$ cat src/rtl/swivm_uart_tx_pkg.sv
// Shared definitions for the swivm console transmitter: FSM encodings,
// frame geometry and the console address decode used by the CPU.
package swivm_uart_tx_pkg;

  typedef logic [1:0] uart_state_t;

  localparam uart_state_t UART_IDLE  = 2'd0;
  localparam uart_state_t UART_START = 2'd1;
  localparam uart_state_t UART_DATA  = 2'd2;
  localparam uart_state_t UART_STOP  = 2'd3;

  localparam logic [2:0] UART_LAST_BIT = 3'd7;

  // CPU-side decode of the console register address.
  function automatic logic is_console_addr(input logic [31:0] addr);
    return (addr == 32'h1000_0000);
  endfunction

endpackage

$ cat src/rtl/swivm_fifo.sv
// Parameterised synchronous FIFO with registered full/empty flags.
// Pushes while full are dropped; pops while empty are ignored.
module swivm_fifo
  import swivm_uart_tx_pkg::*;
#(
  parameter int DEPTH = 4,
  parameter int WIDTH = 8
) (
  input  logic             clk,
  input  logic             rst_n,
  input  logic             push,
  input  logic             pop,
  input  logic [WIDTH-1:0] wdata,
  output logic [WIDTH-1:0] rdata,
  output logic             full,
  output logic             empty
);

  localparam int AW = $clog2(DEPTH);
  localparam logic [AW:0] DEPTH_CNT = (AW+1)'(DEPTH);

  logic [WIDTH-1:0] mem_r [DEPTH];
  logic [AW-1:0]    wr_ptr_r;
  logic [AW-1:0]    rd_ptr_r;
  logic [AW:0]      count_r;
  logic [AW:0]      count_nxt_s;
  logic             push_ok_s;
  logic             pop_ok_s;
  logic             full_r;
  logic             empty_r;

  // Acceptance is judged on the registered count only, so a pop in the
  // same cycle never frees room for a write that arrives while full.
  always_comb begin
    push_ok_s   = 1'b0;
    pop_ok_s    = 1'b0;
    count_nxt_s = count_r;
    if (push && (count_r < DEPTH_CNT)) begin
      push_ok_s = 1'b1;
    end else begin
      push_ok_s = 1'b0;
    end
    if (pop && (count_r != {(AW+1){1'b0}})) begin
      pop_ok_s = 1'b1;
    end else begin
      pop_ok_s = 1'b0;
    end
    case ({push_ok_s, pop_ok_s})
      2'b10:   count_nxt_s = count_r + (AW+1)'(1);
      2'b01:   count_nxt_s = count_r - (AW+1)'(1);
      default: count_nxt_s = count_r;
    endcase
  end

  // Pointer, count and flag registers.
  always_ff @(posedge clk) begin
    if (!rst_n) begin
      wr_ptr_r <= {AW{1'b0}};
      rd_ptr_r <= {AW{1'b0}};
      count_r  <= {(AW+1){1'b0}};
      full_r   <= 1'b0;
      empty_r  <= 1'b1;
    end else begin
      if (push_ok_s) begin
        wr_ptr_r <= wr_ptr_r + AW'(1);
      end
      if (pop_ok_s) begin
        rd_ptr_r <= rd_ptr_r + AW'(1);
      end
      count_r <= count_nxt_s;
      full_r  <= (count_nxt_s == DEPTH_CNT);
      empty_r <= (count_nxt_s == {(AW+1){1'b0}});
    end
  end

  // Storage array; contents need no reset because the count gates reads.
  always_ff @(posedge clk) begin
    if (push_ok_s) begin
      mem_r[wr_ptr_r] <= wdata;
    end
  end

  assign rdata = mem_r[rd_ptr_r];
  assign full  = full_r;
  assign empty = empty_r;

endmodule

$ cat src/rtl/swivm_uart_tx.sv
// Console transmitter: buffers CPU write strobes in a FIFO and sends each
// byte as an 8N1 frame on tx (LSB first, idle high).
module swivm_uart_tx
  import swivm_uart_tx_pkg::*;
#(
  parameter int CLKS_PER_BIT = 4,
  parameter int FIFO_DEPTH   = 4
) (
  input  logic       clk,
  input  logic       rst_n,
  input  logic       wr_en,
  input  logic [7:0] wr_data,
  output logic       full,
  output logic       empty,
  output logic       busy,
  output logic       tx
);

  localparam int BW = (CLKS_PER_BIT > 1) ? $clog2(CLKS_PER_BIT) : 1;
  localparam logic [BW-1:0] BAUD_LAST = BW'(CLKS_PER_BIT - 1);

  uart_state_t state_r;
  logic [BW-1:0] baud_r;
  logic [2:0]    bit_idx_r;
  logic [7:0]    shift_r;
  logic          tx_r;
  logic          busy_r;

  logic          pop_s;
  logic          baud_done_s;
  logic [7:0]    fifo_rdata_s;
  logic          fifo_empty_s;
  logic          fifo_full_s;

  swivm_fifo #(
    .DEPTH (FIFO_DEPTH),
    .WIDTH (8)
  ) u_fifo (
    .clk   (clk),
    .rst_n (rst_n),
    .push  (wr_en),
    .pop   (pop_s),
    .wdata (wr_data),
    .rdata (fifo_rdata_s),
    .full  (fifo_full_s),
    .empty (fifo_empty_s)
  );

  // Pop request and bit-period terminal count.
  always_comb begin
    pop_s       = 1'b0;
    baud_done_s = 1'b0;
    if ((state_r == UART_IDLE) && !fifo_empty_s) begin
      pop_s = 1'b1;
    end else begin
      pop_s = 1'b0;
    end
    baud_done_s = (baud_r == BAUD_LAST);
  end

  // Frame sequencer; tx and busy are set alongside each state change so
  // they line up with the state they describe.
  always_ff @(posedge clk) begin
    if (!rst_n) begin
      state_r   <= UART_IDLE;
      baud_r    <= {BW{1'b0}};
      bit_idx_r <= 3'd0;
      shift_r   <= 8'h00;
      tx_r      <= 1'b1;
      busy_r    <= 1'b0;
    end else begin
      case (state_r)
        UART_IDLE: begin
          baud_r <= {BW{1'b0}};
          if (pop_s) begin
            shift_r <= fifo_rdata_s;
            state_r <= UART_START;
            tx_r    <= 1'b0;
            busy_r  <= 1'b1;
          end else begin
            tx_r    <= 1'b1;
            busy_r  <= 1'b0;
          end
        end
        UART_START: begin
          if (baud_done_s) begin
            baud_r    <= {BW{1'b0}};
            bit_idx_r <= 3'd0;
            state_r   <= UART_DATA;
            tx_r      <= shift_r[0];
          end else begin
            baud_r    <= baud_r + BW'(1);
          end
        end
        UART_DATA: begin
          if (baud_done_s) begin
            baud_r <= {BW{1'b0}};
            if (bit_idx_r == UART_LAST_BIT) begin
              state_r <= UART_STOP;
              tx_r    <= 1'b1;
            end else begin
              bit_idx_r <= bit_idx_r + 3'd1;
              shift_r   <= {1'b0, shift_r[7:1]};
              tx_r      <= shift_r[1];
            end
          end else begin
            baud_r <= baud_r + BW'(1);
          end
        end
        UART_STOP: begin
          if (baud_done_s) begin
            baud_r  <= {BW{1'b0}};
            state_r <= UART_IDLE;
            busy_r  <= 1'b0;
          end else begin
            baud_r  <= baud_r + BW'(1);
          end
        end
        default: begin
          baud_r  <= {BW{1'b0}};
          state_r <= UART_IDLE;
          tx_r    <= 1'b1;
          busy_r  <= 1'b0;
        end
      endcase
    end
  end

  assign tx    = tx_r;
  assign busy  = busy_r;
  assign full  = fifo_full_s;
  assign empty = fifo_empty_s;

endmodule

$ cat config.mk
export PLATFORM = sky130hd
export DESIGN_NAME = swivm_uart_tx
export DESIGN_NICKNAME = d
export VERILOG_FILES = /design/src/rtl/swivm_uart_tx_pkg.sv /design/src/rtl/swivm_fifo.sv /design/src/rtl/swivm_uart_tx.sv
export SDC_FILE = /design/constraint.sdc
export NUM_CORES = 1
export LEC_CHECK = 0
export CAP_MARGIN = 20
export CELL_PAD_IN_SITES_DETAIL_PLACEMENT = 1
export CELL_PAD_IN_SITES_GLOBAL_PLACEMENT = 1
export CORE_MARGIN = 2
export CORE_UTILIZATION = 52
export CTS_CLUSTER_DIAMETER = 30
export DETAILED_ROUTE_END_ITERATION = 6
export PLACE_DENSITY_LB_ADDON = 0.1
export SLEW_MARGIN = 20
export SYNTH_ARGS = -nofsm -noshare
export SYNTH_HDL_FRONTEND = slang
export SYNTH_SLANG_ARGS = --single-unit
$ cat constraint.sdc
create_clock -name clk -period 3.8 [get_ports clk]
set_input_delay 0.76 -clock clk [delete_from_list [all_inputs] [get_ports clk]]
set_output_delay 0.76 -clock clk [all_outputs]
set_load 0.01 [all_outputs]
==> metrics, run 1 <==
root buffer cell clkbuf_8; crit path buf inv count 3; CTS tree built; Final Slew Violations 0; CTS clk-pin slew, worst paths approximately 0.070 ns; syn_area_per_cell 12.8 um2; Pwr per Cell Area 666 nW/um2; worst-margin pin slew 0.777 ns; Psw 0.646 mW; CP Depth 10; initial antenna violation count 0; largest family of logic cells by synthesized area simple AND/OR/NAND/NOR gates; WHS between 0.4 and 0.5 ns; Core Rows 25; CTS Sinks 60; most common cell after layout, fill and taps aside edfxtp_1; XOR/XNOR Fraction of Synth Area 2.00%; internal cell power 1.32 mW; combinational share of power 30.6%; Core ar. approximately 4800 um2; Arr. time, crit path 2.96 ns; IO Port Bufs 14; Register Area 1520 um2; initial DRC count 90; Mapped Area 2620 um2; EDFF count, synth 32; kind of critical path primary input to flip-flop; Fillers approximately 500; Tmin final 2.73 ns; max cap viols 0; Max Fanout on Critical Path 8; register area share after synthesis 58.0%; H-tree Lvls 3; Hold Buf Count CTS 0; Via Count ~1600; Post-Synth Simple-Gate Area 13.6%; RD Place Congestion 0.747; hold depth 1; total wire length 4830 um; Critical Path RT around 4 ns; Mapped Cells 205; die width 75 um; Yosys reg bits 60; Placed Cells incl. Taps ~280; layout cells sized above 1 between 10% and 20%; status finished clean; Crit path top cell by count inv_1; Synth Area in Compound Gates 8.02%; period utilisation layout between 70% and 80%; latest clock arrival within the worst-skew pair 0.33 ns; TritonRoute pass-1 iters 4; RSZ-0062 raised after global routing no; Sequential Power Share 45.3%; fmax 366 MHz; top_reg_cell synth edfxtp_1; starting density of the core 54.8%; clk_skew between 0.008 and 0.009 ns; Ports 15; Setup violations, final 0; commonest non-fill, non-tap cells in the layout 32 x edfxtp_1, 28 x dfxtp_1, 16 x nand2_1; Remaining Overflow, GRT 0; Post-DRT Antenna Nets 0; Setup TNS 0 ns; min-delay worst type flip-flop to flip-flop; DRC 0; Clock power frac 24.1%; post-synthesis mux area share 7.54%; CP startpoint kind primary input; synthesized net count 230; largest net degree at the start of global routing 26; wire per inst 16.5 um; Final Non-Filler Cells 293; largest stage delay on the critical path approximately 0.45 ns; CTS Buffer Depth 2; area leader, netlist edfxtp_1; Netlist cell types 43; Switching Fraction 32.9%; die area 5630 um2; R2R cell count 11; first-pass GRT wire length 8020 um; Slew HR 48.2%; Final HPWL DP 3350 um; endpoint class of the critical path flip-flop; Syn-to-layout area delta 12.5%; Synth area leaders edfxtp_1 37%, dfxtp_1 21%, ha_1 6.2%, mux4_2 6.0%, and2_1 2.9%; vias in the first global route between 1500 and 2000; CTS buffer count 9; Nets 246; Final Hold Vio Count 0; VDD IR-drop max ~0.00040 V; crit path cell chain clkdlybuf4s50_1, nor2b_1, inv_1, ha_1, inv_1, fa_1, nand2_1, nor2_1, a31oi_1, and3b_1; Synth top area share 36.7%; Die H about 75 um; cts repair resizes 0; ant diodes 0; Yosys warnings 0; Synth Area in Adders 6.97%; Async SR Flop Fraction 0%; Multi-input gate area 998 um2; CP max stage cell clkdlybuf4s50_1; total track usage 19.8%; P_leak 1.06 nW; setup repair bufs after CTS 0; critical path's top delay family simple AND/OR/NAND/NOR gates; vias per cell 5.35
==> state kept, by name (all words and copies together) (netlist names), named ones only <==
signal and flops:
u_fifo.empty 1, shift_r 8, u_fifo.rd_ptr_r 2, u_fifo.mem_r 32, u_fifo.wr_ptr_r 2, baud_r 2
state_r 2, bit_idx_r 3, tx 1, u_fifo.full 1, u_fifo.count_r 3, busy 1
==> Yosys cell counts (all sizes together) (2+ instances only) <==
cell,count
a21boi,2
a21oi,2
and3b,2
nand2,16
nor3b,2
a31oi,6
edfxtp,32
dfxtp,28
nor2b,6
mux2i,4
buf,5
mux4,7
nor2,7
inv,9
ha,13
nor3,2
xnor2,2
nand3,2
o21ai,14
clkbuf,5
nand2b,6
xor2,4
and2,12
nand4,3
==> power by group through the flow <==
stage / Sequential, mW / Clock (mW) / Combinational, mW
2_1_floorplan: 0.869 / 0 / 0.497
3_3_place_gp: 0.896 / 0 / 0.566
3_5_place_dp: 0.906 / 0 / 0.605
5_1_grt: 0.908 / 0.517 / 0.664
6_report: 0.891 / 0.473 / 0.601
4_1_cts: 0.892 / 0.485 / 0.608
==> cells by family (layout without fill, tap and decap cells) <==
family,count (synthesis),after routing
and+or+nand+nor,62,62
adders and majority gates,14,14
xor gates and xnor gates,6,6
buffers and inverters,20,41
muxes,11,11
DFF,60,60
AOI/OAI and AO/OA,32,32
==> metrics by stage <==
step / utilization, % / power (mW) / worst slack (ns) / area (um2)
2_1_floorplan: - / 1.37 / 1.44 / 2620
3_3_place_gp: 58.3 / 1.46 / 0.907 / 2790
4_1_cts: 61.6 / 1.99 / 1.04 / 2950
5_1_grt: 61.6 / 2.09 / 0.927 / 2950
3_5_place_dp: 58.3 / 1.51 / 0.694 / 2790
6_report: 61.6 / 1.96 / 1.07 / 2950
==> cell type report <==
type,instances,share of cell area (%)
multi-input combinational,125,33.9
inverter,10,1.27
timing repair buffer,15,5.01
clock buffer,11,4.45
tap,67,2.84
sequential,60,51.6
clock inverter,5,0.976
==> per-layer routing <==
layer / track usage (%) / up-vias / wire [um]
met2: 31.5 / 17 / 2410
met5: 0 / - / 0
met3: 4.42 / 5 / 103
met1: 26.1 / 779 / 2260
met4: 8.93 / 0 / 53
li1: - / 767 / -
==> path summary, 6_finish.rpt <==
path,start,end,slack [ns]
hold reg to reg,baud_r[0],baud_r[0],0.43
hold / removal,baud_r[0],baud_r[0],0.43
setup / recovery,wr_en,u_fifo.full,1.07
setup reg to reg,state_r[0],u_fifo.full,1.21
No activity file was read; power rests on OpenSTA's default activity.
==> run 2: changes to the inputs <==
--- a/config.mk
+++ b/config.mk
@@ -9,7 +9,7 @@
 export CELL_PAD_IN_SITES_DETAIL_PLACEMENT = 1
 export CELL_PAD_IN_SITES_GLOBAL_PLACEMENT = 1
 export CORE_MARGIN = 2
-export CORE_UTILIZATION = 52
+export CORE_UTILIZATION = 43
 export CTS_CLUSTER_DIAMETER = 30
 export DETAILED_ROUTE_END_ITERATION = 6
 export PLACE_DENSITY_LB_ADDON = 0.1
==> constraint.sdc (replaced) <==
create_clock -name clk -period 2.2 [get_ports clk]
set_input_delay 0.44 -clock clk [delete_from_list [all_inputs] [get_ports clk]]
set_output_delay 0.44 -clock clk [all_outputs]
set_load 0.01 [all_outputs]
==> metrics, run 2 (synthesis gave the netlist of run 1 again) <==
status finished clean; IO Port Bufs 14 (unchanged); pre-CTS WS -0.225 ns (-0.918 ns); TritonRoute pass-1 iters 4 (unchanged); RD Place Congestion 0.724 (-3.2%); CTS buffer count 9 (unchanged); Post-DRT Antenna Nets 0 (unchanged); min-delay worst type flip-flop to flip-flop; clk_skew 0.00955 ns (+0.000679 ns); Biggest register u_fifo.mem_r; Pwr per Cell Area 1250 nW/um2 (+88%); wire per inst 16.1 um (-2.5%); worst-margin pin slew 0.441 ns (-0.337 ns); global route hottest layer met2; layout cells sized above 1 21.1% (+8.7 points); P_leak 1.16 nW (+9.2%); final design utilization 53.5% (-8.1 points); Arr. time, crit path 2.28 ns (-0.68 ns); Final HPWL DP 3530 um (+5.2%); max cap viols 0 (unchanged); R2R cell count 11 (unchanged); largest net degree at the start of global routing 31 (+19%); Core Rows 28 (+12%); CTS tree built; period utilisation layout 92.6%; met3 usage 3.96% (-0.46 points); RSZ-0062 raised after global routing no; PnR Total Power 3.97 mW (+100%); Hold Buf Count CTS 0 (unchanged); Max Fanout on Critical Path 2 (-6); ant diodes 0 (unchanged); total wire length 5010 um (+3.8%); Tmin final between 2 and 2.5 ns; CTS Buffer Depth 2 (unchanged); endpoint class of the critical path flip-flop; initial DRC count 62 (-31%); Fillers 602 (+22%); DRC 0 (unchanged); Nets 257 (+4.5%); Die H 82.1 um (+9.4%); slack of the critical path 0.162 ns (-0.903 ns); first-pass GRT wire length 8120 um (+1.3%); fmax 491 MHz; met2 usage 27.1% (-4.4 points); total track usage 16.8% (-3.0 points); CP startpoint kind primary input; Ports 15 (unchanged); root buffer cell clkbuf_8; initial antenna violation count 0 (unchanged); Syn-to-layout area delta 20.9%; Critical Path RT 2.44 ns (-1.58 ns); commonest non-fill, non-tap cells in the layout 32 x edfxtp_1, 27 x dfxtp_1, 16 x nand2_1; Setup violations, final 0 (unchanged); die area 6740 um2 (+20%); CTS Sinks 60 (unchanged); CTS clk-pin slew, worst paths 0.07 ns (about the same); vias per cell 5.23 (-2.3%); most common cell after layout, fill and taps aside edfxtp_1; hold depth 1 (unchanged); max FFs per register 32 (unchanged); kind of critical path primary input to flip-flop; H-tree Lvls 3 (unchanged); Via Count 1631 (+4.0%); Final Slew Violations 0 (unchanged); met1 Resource Use GR 20.7% (-5.5 points); top flop regs u_fifo.mem_r (32), shift_r (8); starting density of the core 44.3% (-10 points); Final Hold Vio Count 0 (unchanged); vias in the first global route 1708 (+2.3%); Core ar. 5920 um2 (+24%); latest clock arrival within the worst-skew pair 0.34 ns (about the same); die width 82.1 um (+9.4%); Remaining Overflow, GRT 0 (unchanged); Slew HR 70.6% (+22 points); VDD IR-drop max 0.000595 V (+50%)
[run 2: worst paths after layout]
path	startpoint	endpoint	slack, ns
max reg2reg	state_r[1]	u_fifo.full	0.18
max	wr_en	u_fifo.full	0.16
min	baud_r[0]	baud_r[0]	0.44
min reg2reg	baud_r[0]	baud_r[0]	0.44
[run 2: layer usage]
| metal | share of wire, % | up-vias |
|---|---|---|
| met5 | 0 | - |
| met4 | 2.3 | 0 |
| met3 | 2.0 | 12 |
| met2 | 50 | 14 |
| met1 | 46 | 813 |
| li1 | - | 792 |
[run 2: report_power, final]
| part | internal (mW) | switching [mW] |
|---|---|---|
| clock | 0.757 | 0.465 |
| combinational | 0.607 | 0.642 |
| sequential | 1.39 | 0.106 |
| total | 2.76 | 1.21 |
[run 2: area by class of cell]
class | instances | area [um2] | share of cell area (%)
sequential | 60 | 1520 | 48.0
multi-input combinational | 125 | 1040 | 32.8
timing repair buffer | 26 | 230 | 7.26
clock buffer | 9 | 124 | 3.91
clock inverter | 7 | 123 | 3.87
tap | 75 | 93.8 | 2.96
inverter | 10 | 37.5 | 1.18
[run 2: through the flow]
| step | std cells | hold WS [ns] | TNS, ns | area (um2) |
|---|---|---|---|---|
| 5_1_grt | 312 | 0.468 | 0 | 3170 |
| 2_1_floorplan | 205 | 0.405 | 0 | 2620 |
| 3_5_place_dp | 295 | 0.431 | -0.636 | 2880 |
| 4_1_cts | 311 | 0.441 | 0 | 3140 |
| 6_report | 312 | 0.441 | 0 | 3170 |
| 3_3_place_gp | 295 | 0.416 | -0.320 | 2880 |
[run 2: worst max-delay path, stage by stage]
cell and delay [ns]:
clkdlybuf4s50_1 0.44, nor2b_1 0.16, inv_1 0.09, ha_4 0.16, inv_1 0.08, fa_2 0.44, nand2_1 0.08, nor2_1 0.04
a31oi_1 0.15, and3b_1 0.19
[run 2: what timing repair did]
item                       in CTS  in global routing
pin swaps                       1                  3
gates resized for setup         6                  4
setup endpoints to repair       3                  3
buffers inserted                0                  1
